File: config.mk
export PLATFORM = sky130hd
export DESIGN_NAME = wb_stage_regfile_flat
export DESIGN_NICKNAME = d
export VERILOG_FILES = /design/src/rtl/wb_stage_regfile_if.sv /design/src/rtl/wb_stage_regfile.sv /design/src/flat_wrapper.sv
export SDC_FILE = /design/constraint.sdc
export NUM_CORES = 2
export LEC_CHECK = 0
export CAP_MARGIN = 0
export CORE_MARGIN = 1
export CORE_UTILIZATION = 49
export DETAILED_ROUTE_END_ITERATION = 10
export PLACE_DENSITY = 0.67
export SYNTH_ARGS = -nofsm -noshare
export SYNTH_HDL_FRONTEND = slang
export SYNTH_SLANG_ARGS = --single-unit
File: constraint.sdc
create_clock -name clk -period 104.3 [get_ports clk]
set_input_delay 20.86 -clock clk [delete_from_list [all_inputs] [get_ports clk]]
set_output_delay 20.86 -clock clk [all_outputs]
set_load 0.005 [all_outputs]
File: src/rtl/wb_stage_regfile_if.sv
// ---------------------------------------------------------------------------
// wb_stage_regfile_if
//   Signal bundle between the pipeline and the write-back / register-file block.
//   It carries the MEM/WB result sources, the decode-stage read ports, the
//   EX-stage forwarding indices and selects, and the committed-write counter.
//
//   Modports
//     master : the pipeline side. It drives the write-back controls, the result
//              sources and all indices, and it observes the read data, resultW,
//              the forward selects and wbCount.
//     slave  : the wb_stage_regfile side, with the opposite directions.
//
//   Timing contract
//     There is no valid/ready handshake on this bundle. A write is offered by
//     regWriteW together with RdW and the selected source. It commits on the
//     posedge where regWriteW=1 and RdW!=0, and it is never stalled or refused.
//     Every output is either combinational from the current inputs or
//     registered state.
// ---------------------------------------------------------------------------
interface wb_stage_regfile_if #(
  parameter int XLEN  = 32,
  parameter int AW    = 5,
  parameter int CNT_W = 32
);
  // MEM/WB write-back request
  logic              regWriteW;
  logic [1:0]        resultSrcW;
  logic [AW-1:0]     RdW;
  logic [XLEN-1:0]   ALUResultW;
  logic [XLEN-1:0]   RDW;
  logic [XLEN-1:0]   PCPlus4W;
  logic [XLEN-1:0]   extImmW;
  logic [XLEN-1:0]   resultW;

  // decode-stage read ports
  logic [AW-1:0]     Rs1D;
  logic [AW-1:0]     Rs2D;
  logic [XLEN-1:0]   RD1D;
  logic [XLEN-1:0]   RD2D;

  // EX-stage forwarding
  logic [AW-1:0]     Rs1E;
  logic [AW-1:0]     Rs2E;
  logic [AW-1:0]     RdM;
  logic              regWriteM;
  logic [1:0]        forwardAE;
  logic [1:0]        forwardBE;

  // committed-write counter
  logic [CNT_W-1:0]  wbCount;

  modport master (
    output regWriteW, resultSrcW, RdW, ALUResultW, RDW, PCPlus4W, extImmW,
    output Rs1D, Rs2D, Rs1E, Rs2E, RdM, regWriteM,
    input  resultW, RD1D, RD2D, forwardAE, forwardBE, wbCount
  );

  modport slave (
    input  regWriteW, resultSrcW, RdW, ALUResultW, RDW, PCPlus4W, extImmW,
    input  Rs1D, Rs2D, Rs1E, Rs2E, RdM, regWriteM,
    output resultW, RD1D, RD2D, forwardAE, forwardBE, wbCount
  );
endinterface

File: src/rtl/wb_stage_regfile.sv
// ---------------------------------------------------------------------------
// wb_stage_regfile
//   Write-back end of the MEM/WB boundary.
//     - It selects the write-back result from the four MEM/WB sources. This
//       result goes out as resultW, which is also the WB forward source for EX.
//     - It commits the result into the architectural register file. x0 is
//       hard-wired to zero.
//     - It serves two combinational decode read ports. A read whose index
//       matches this cycle's write sees the write data (write-through bypass).
//     - It produces the EX operand forward selects. MEM has priority over WB.
//     - It counts committed writes to registers other than x0.
//
//   Ports
//     clk : clock; all state updates on posedge
//     rst : asynchronous, active-high reset. It clears the registers and the
//           counter, and it forces the read ports to 0 while asserted.
//     bus : wb_stage_regfile_if.slave (the signals are listed in the interface)
//
//   There is no FSM in this block. The only state is the register array and
//   the commit counter.
// ---------------------------------------------------------------------------
module wb_stage_regfile #(
  parameter int XLEN  = 32,
  parameter int NREG  = 32,
  parameter int CNT_W = 32
) (
  input  logic                clk,
  input  logic                rst,
  wb_stage_regfile_if.slave   bus
);

  localparam int AW = $clog2(NREG);

  localparam logic [1:0] SRC_ALU  = 2'b00;
  localparam logic [1:0] SRC_MEM  = 2'b01;
  localparam logic [1:0] SRC_LINK = 2'b10;
  localparam logic [1:0] SRC_IMM  = 2'b11;

  localparam logic [1:0] FWD_RF  = 2'b00;
  localparam logic [1:0] FWD_WB  = 2'b01;
  localparam logic [1:0] FWD_MEM = 2'b10;

  logic [XLEN-1:0]  regs [NREG];
  logic [XLEN-1:0]  result;
  logic             commit_en;
  logic [CNT_W-1:0] wb_count;

  // -------------------------------------------------------------------------
  // Result select. Every code picks exactly one source, so an X on an
  // unselected source cannot reach resultW.
  // -------------------------------------------------------------------------
  always_comb begin
    result = '0;
    case (bus.resultSrcW)
      SRC_ALU:  result = bus.ALUResultW;
      SRC_MEM:  result = bus.RDW;
      SRC_LINK: result = bus.PCPlus4W;
      SRC_IMM:  result = bus.extImmW;
      default:  result = '0;
    endcase
  end

  assign bus.resultW = result;

  // A write to x0 is dropped. This keeps x0 at its reset value of zero, and
  // such a write is not counted.
  assign commit_en = bus.regWriteW && (bus.RdW != '0);

  // -------------------------------------------------------------------------
  // Register array. Entry 0 is cleared by reset and never written, so it
  // stays zero. The read ports also force index 0 to zero on their own.
  // -------------------------------------------------------------------------
  always_ff @(posedge clk or posedge rst) begin
    if (rst) begin
      for (int i = 0; i < NREG; i++) begin
        regs[i] <= '0;
      end
    end else if (commit_en) begin
      regs[bus.RdW] <= result;
    end
  end

  // -------------------------------------------------------------------------
  // Read ports. While rst is high they read 0, even if a bypass would match.
  // The array is being cleared at that moment, and any write in flight is
  // discarded.
  // -------------------------------------------------------------------------
  always_comb begin
    bus.RD1D = '0;
    if (rst || bus.Rs1D == '0) begin
      bus.RD1D = '0;
    end else if (bus.regWriteW && bus.RdW == bus.Rs1D) begin
      bus.RD1D = result;
    end else begin
      bus.RD1D = regs[bus.Rs1D];
    end
  end

  always_comb begin
    bus.RD2D = '0;
    if (rst || bus.Rs2D == '0) begin
      bus.RD2D = '0;
    end else if (bus.regWriteW && bus.RdW == bus.Rs2D) begin
      bus.RD2D = result;
    end else begin
      bus.RD2D = regs[bus.Rs2D];
    end
  end

  // -------------------------------------------------------------------------
  // EX forwarding. MEM holds the newer value, so it wins over WB. Index 0
  // never forwards because x0 is constant.
  // -------------------------------------------------------------------------
  always_comb begin
    bus.forwardAE = FWD_RF;
    if (bus.regWriteM && bus.RdM != '0 && bus.RdM == bus.Rs1E) begin
      bus.forwardAE = FWD_MEM;
    end else if (bus.regWriteW && bus.RdW != '0 && bus.RdW == bus.Rs1E) begin
      bus.forwardAE = FWD_WB;
    end
  end

  always_comb begin
    bus.forwardBE = FWD_RF;
    if (bus.regWriteM && bus.RdM != '0 && bus.RdM == bus.Rs2E) begin
      bus.forwardBE = FWD_MEM;
    end else if (bus.regWriteW && bus.RdW != '0 && bus.RdW == bus.Rs2E) begin
      bus.forwardBE = FWD_WB;
    end
  end

  // -------------------------------------------------------------------------
  // Committed-write counter. It wraps silently modulo 2^CNT_W.
  // -------------------------------------------------------------------------
  always_ff @(posedge clk or posedge rst) begin
    if (rst) begin
      wb_count <= '0;
    end else if (commit_en) begin
      wb_count <= wb_count + CNT_W'(1);
    end
  end

  assign bus.wbCount = wb_count;

endmodule

File: src/flat_wrapper.sv
// flat-port wrapper written by rule: the top's interface ports become plain ports
module wb_stage_regfile_flat 
#(
  parameter int XLEN  = 32,
  parameter int NREG  = 32,
  parameter int CNT_W = 32
)
  (clk, rst, bus_regWriteW, bus_resultSrcW, bus_RdW, bus_ALUResultW, bus_RDW, bus_PCPlus4W, bus_extImmW, bus_Rs1D, bus_Rs2D, bus_Rs1E, bus_Rs2E, bus_RdM, bus_regWriteM, bus_resultW, bus_RD1D, bus_RD2D, bus_forwardAE, bus_forwardBE, bus_wbCount);
  wb_stage_regfile_if #(.XLEN(XLEN), .AW(5), .CNT_W(CNT_W)) bus_i ();
  input  logic clk;
  input  logic rst;
  input wire logic [$bits(bus_i.regWriteW)-1:0] bus_regWriteW;
  input wire logic [$bits(bus_i.resultSrcW)-1:0] bus_resultSrcW;
  input wire logic [$bits(bus_i.RdW)-1:0] bus_RdW;
  input wire logic [$bits(bus_i.ALUResultW)-1:0] bus_ALUResultW;
  input wire logic [$bits(bus_i.RDW)-1:0] bus_RDW;
  input wire logic [$bits(bus_i.PCPlus4W)-1:0] bus_PCPlus4W;
  input wire logic [$bits(bus_i.extImmW)-1:0] bus_extImmW;
  input wire logic [$bits(bus_i.Rs1D)-1:0] bus_Rs1D;
  input wire logic [$bits(bus_i.Rs2D)-1:0] bus_Rs2D;
  input wire logic [$bits(bus_i.Rs1E)-1:0] bus_Rs1E;
  input wire logic [$bits(bus_i.Rs2E)-1:0] bus_Rs2E;
  input wire logic [$bits(bus_i.RdM)-1:0] bus_RdM;
  input wire logic [$bits(bus_i.regWriteM)-1:0] bus_regWriteM;
  output wire logic [$bits(bus_i.resultW)-1:0] bus_resultW;
  output wire logic [$bits(bus_i.RD1D)-1:0] bus_RD1D;
  output wire logic [$bits(bus_i.RD2D)-1:0] bus_RD2D;
  output wire logic [$bits(bus_i.forwardAE)-1:0] bus_forwardAE;
  output wire logic [$bits(bus_i.forwardBE)-1:0] bus_forwardBE;
  output wire logic [$bits(bus_i.wbCount)-1:0] bus_wbCount;
  assign bus_i.regWriteW = bus_regWriteW;
  assign bus_i.resultSrcW = bus_resultSrcW;
  assign bus_i.RdW = bus_RdW;
  assign bus_i.ALUResultW = bus_ALUResultW;
  assign bus_i.RDW = bus_RDW;
  assign bus_i.PCPlus4W = bus_PCPlus4W;
  assign bus_i.extImmW = bus_extImmW;
  assign bus_i.Rs1D = bus_Rs1D;
  assign bus_i.Rs2D = bus_Rs2D;
  assign bus_i.Rs1E = bus_Rs1E;
  assign bus_i.Rs2E = bus_Rs2E;
  assign bus_i.RdM = bus_RdM;
  assign bus_i.regWriteM = bus_regWriteM;
  assign bus_resultW = bus_i.resultW;
  assign bus_RD1D = bus_i.RD1D;
  assign bus_RD2D = bus_i.RD2D;
  assign bus_forwardAE = bus_i.forwardAE;
  assign bus_forwardBE = bus_i.forwardBE;
  assign bus_wbCount = bus_i.wbCount;
  wb_stage_regfile #(.XLEN(XLEN), .NREG(NREG), .CNT_W(CNT_W)) u_core (.clk(clk), .rst(rst), .bus(bus_i));
endmodule
==> summary.md <==
| Metric | Value |
|---|---|
| Pwr per Cell Area | `19.57 mW/mm^2` |
| Maximum root-to-sink buffer count | `3` |
| Top_reg_cell synth | `dfrtp_1` |
| Register area share after synthesis | `47.24%` |
| Hold Fails Final Rpt | `0` |
| Netlist cell types | `60` |
| Drt via density | `6.508` |
| CTS resizes | `0` |
| Post-Synth XOR/XNOR Area | `0.9551%` |
| Die area | `0.1155 sq mm` |
| Post-synth ARST share | `100.0%` |
| Synth Area in Compound Gates | `14.73%` |
| EDFF count, synth | `0` |
| Commonest cells in the netlist | `nand2_1 (1,098), dfrtp_1 (1,056), o21ai_0 (1,031)` |
| Startpoint Class | `primary input` |
| Post-Synth Simple-Gate Area | `9.287%` |
| DP Area | `0.05956 sq mm` |
| Total Wirelength | `192,200 microns` |
| Largest net degree at the start of global routing | `181` |
| Tmin final | `46.99 ns` |
| Final setup violation count | `0` |
| Clock sink count | `1,056` |
| Mean Syn Cell Area | `10.83 sq um` |
| Postcts setup bufs | `0` |
| Slew headroom | `roughly 14%` |
| IO Pins | `296` |
| Starting Density | `approximately half` |
| Status | `complete, no violations` |
| MaxCap Viol Count | `0` |
| Post-synthesis mux area share | `23.08%` |
| Max FO, Critical Path | `63` |
| Adder-cell share of the synthesized area | `0.02237%` |
| Final worst path period share | `45.05%` |
| Post-Syn Instances | `5,164` |
| Detail Route Antenna Nets | `0` |
| Clk_skew | `0.007300 ns` |
| Port bufs | `295` |
| DRT iter0 DRCs | `around 5,300` |
| Main area contributors after synthesis | `dfrtp_1 (47%), mux4_2 (18%), o21ai_0 (9.2%)` |
| Die height | `339.9 microns` |
| Top cell type's share of synthesized area | `47.24%` |
| Congestion Overflow GR | `0` |
| Non-Filler Instances | `between 6,000 and 7,000` |
| Synth-to-Final Area Change | `13.29%` |
| Row Count | `123` |
| Crit Path Class | `primary input to primary output` |
| Count leader, synth | `nand2_1` |
| CORE AREA | `~0.11 sq mm` |
| Vias in the first global route | `roughly 43,000` |
| CTS tree | `built` |
| Leading area contributor after synthesis | `dfrtp_1` |
| First-pass GRT wire length | `284,900 microns` |
| Critical path required time | `83.44 ns` |
| Cts hold-fix bufs | `0` |
| Clock-pin slew on the worst setup and hold paths | `around 0.060 ns` |
| Main combinational cell family by area after synthesis | `multiplexers` |
| Multi-input gate area in the final layout | `0.02732 sq mm` |
| Worst-Skew Late Latency | `0.69 ns` |
| RD Place Congestion | `between 0.8 and 0.9` |
| Synthesized area | `approximately 0.056 sq mm` |
| Nets@finish | `around 5,300` |
| Routed via count | `43,720` |
| HPWL after DPL | `between 100,000 and 150,000 microns` |
| H-tree levels | `3` |
| Register area | `0.02643 sq mm` |
| DIE WIDTH | `339.9 microns` |
| Clock root buffer | `clkbuf_16` |
| Layout cells sized above 1 | `16.75%` |
| Slew @ Worst Pin | `1.291 ns` |
| Fmax | `0.02128 GHz` |
| Wirelength per Cell | `28.61 microns` |
| DRC | `0` |
| YS warnings | `0` |
| TritonRoute pass-1 iters | `8` |
| Synthesized flop and latch total | `1,056` |
| Peak VDD IR | `approximately 0.013 mV` |
| Slew Viols, Final | `0` |
| TritonCTS Buffers | `108` |
| Dpl cells | `6,518` |
| Pleak | `~27 nW` |
| RSZ-0062 raised after global routing | `false` |
| Synthesized Nets | `5,329` |
| Critical Path Sink Type | `primary output` |
| Post-route cell area | `approximately 0.063 sq mm` |
| WP data arrival | `26.13 ns` |
| Tot GR Track Use | `33.25%` |
| Hold crit path type | `flip-flop to flip-flop` |
| Layout fillers | `9,506` |
| Initial antenna violation count | `11` |
| Setup tns final | `0 ns` |
## area by class of cell
cell class	instances	area share, %
Tap cell	1500	2.962
Timing Repair Buffer	401	5.979
Clock inverter	47	0.9557
Antenna cell	1	0.003949
Sequential cell	1056	41.70
Inverter	38	0.2389
Clock buffer	152	5.053
Multi-Input combinational cell	3523	43.11
## cell families after synthesis
kind of cell               count (synthesis)
DFF                                     1056
AOI/OAI and AO/OA                       1434
muxes                                    733
adders and majority gates                  1
buffers and inverters                    585
and+or+nand+nor                         1294
xor gates and xnor gates                  61
## flip-flops by register name, summed over array words and instances (netlist names)
| signal | count |
|---|---|
| u_core.regs | 1024 |
| u_core.bus.wbCount | 32 |
## path summary, 6_finish.rpt
check                                             startpoint                                  to  slack (ns)  depth (start not counted)
max in group asynchronous                                rst        u_core.regs[373]$_DFFE_PP0P_       79.86                          5
min                            u_core.regs[1010]$_DFFE_PP0P_       u_core.regs[1010]$_DFFE_PP0P_        0.40                          0
min in group asynchronous                                rst        u_core.regs[830]$_DFFE_PP0P_       21.11                          2
min reg2reg                    u_core.regs[1010]$_DFFE_PP0P_       u_core.regs[1010]$_DFFE_PP0P_        0.40                          0
max reg2reg                u_core.bus.wbCount[0]$_DFFE_PP0P_  u_core.bus.wbCount[26]$_DFFE_PP0P_      101.78                          5
max                                              bus_Rs2D[1]                        bus_RD2D[31]       57.31                          9
## worst max-delay path, stage by stage
cell and delay, ns:
clkbuf_8 0.54, buf_4 0.72, buf_4 0.59, xor2_1 0.19
nor4_4 0.50, nand4_1 0.51, buf_4 0.50, o221ai_1 0.86
clkdlybuf4s50_1 0.67
## through the flow
stage          setup slack [ns]  hold slack, ns  util, %  total power, mW
2_1_floorplan             36.56          0.4413        -           0.7368
3_3_place_gp              57.59          0.3801    52.80           0.8125
3_5_place_dp              57.51          0.3845    52.80           0.8244
4_1_cts                   57.50          0.3991    56.17            1.238
5_1_grt                   57.24          0.4074    56.17            1.293
6_report                  57.31          0.3988    56.17            1.240
## power by group
| part | switching [mW] | internal [mW] |
|---|---|---|
| clock | 0.171 | 0.245 |
| sequential | 0.0665 | 0.495 |
| combinational | 0.129 | 0.133 |
| total | 0.367 | 0.873 |
## placed cells by master (no fill, tap or decap), types with 7 or more instances in the layout
cell             count
a2111oi_0            9
a211oi_1            24
a21o_1              33
a21oi_1             38
a221o_1             10
a221oi_1            94
a222oi_1            14
a22oi_1             89
and2_1              13
and3_1               7
buf_4              108
bufinv_16           13
clkbuf_1            14
clkbuf_16          111
clkbuf_8            28
clkdlybuf4s50_1    284
clkinv_2            25
dfrtp_1           1056
inv_1               35
mux2_1              13
mux2_2              51
mux2i_1            230
mux4_2             439
nand2_1           1073
nand2_2              7
nand2_4             18
nand2b_1            10
nand3_1             24
nand3_4              7
nand4_1             18
nor2_1              60
nor2b_1             14
o211ai_1            26
o21ai_0           1026
o21ai_2             31
o221ai_1            14
or3_1               12
xnor2_1             42
xor2_1              19
## metal layers
layer / up-vias / global-route usage (%) / wire length [microns]
li1: 18710 / - / -
met1: 21990 / 45.37 / 74660
met2: 2496 / 50.07 / 86480
met3: 508 / 8.691 / 21490
met4: 12 / 15.19 / 9468
met5: - / 0 / 76
Note: power is estimated with default switching activity, not from simulation.
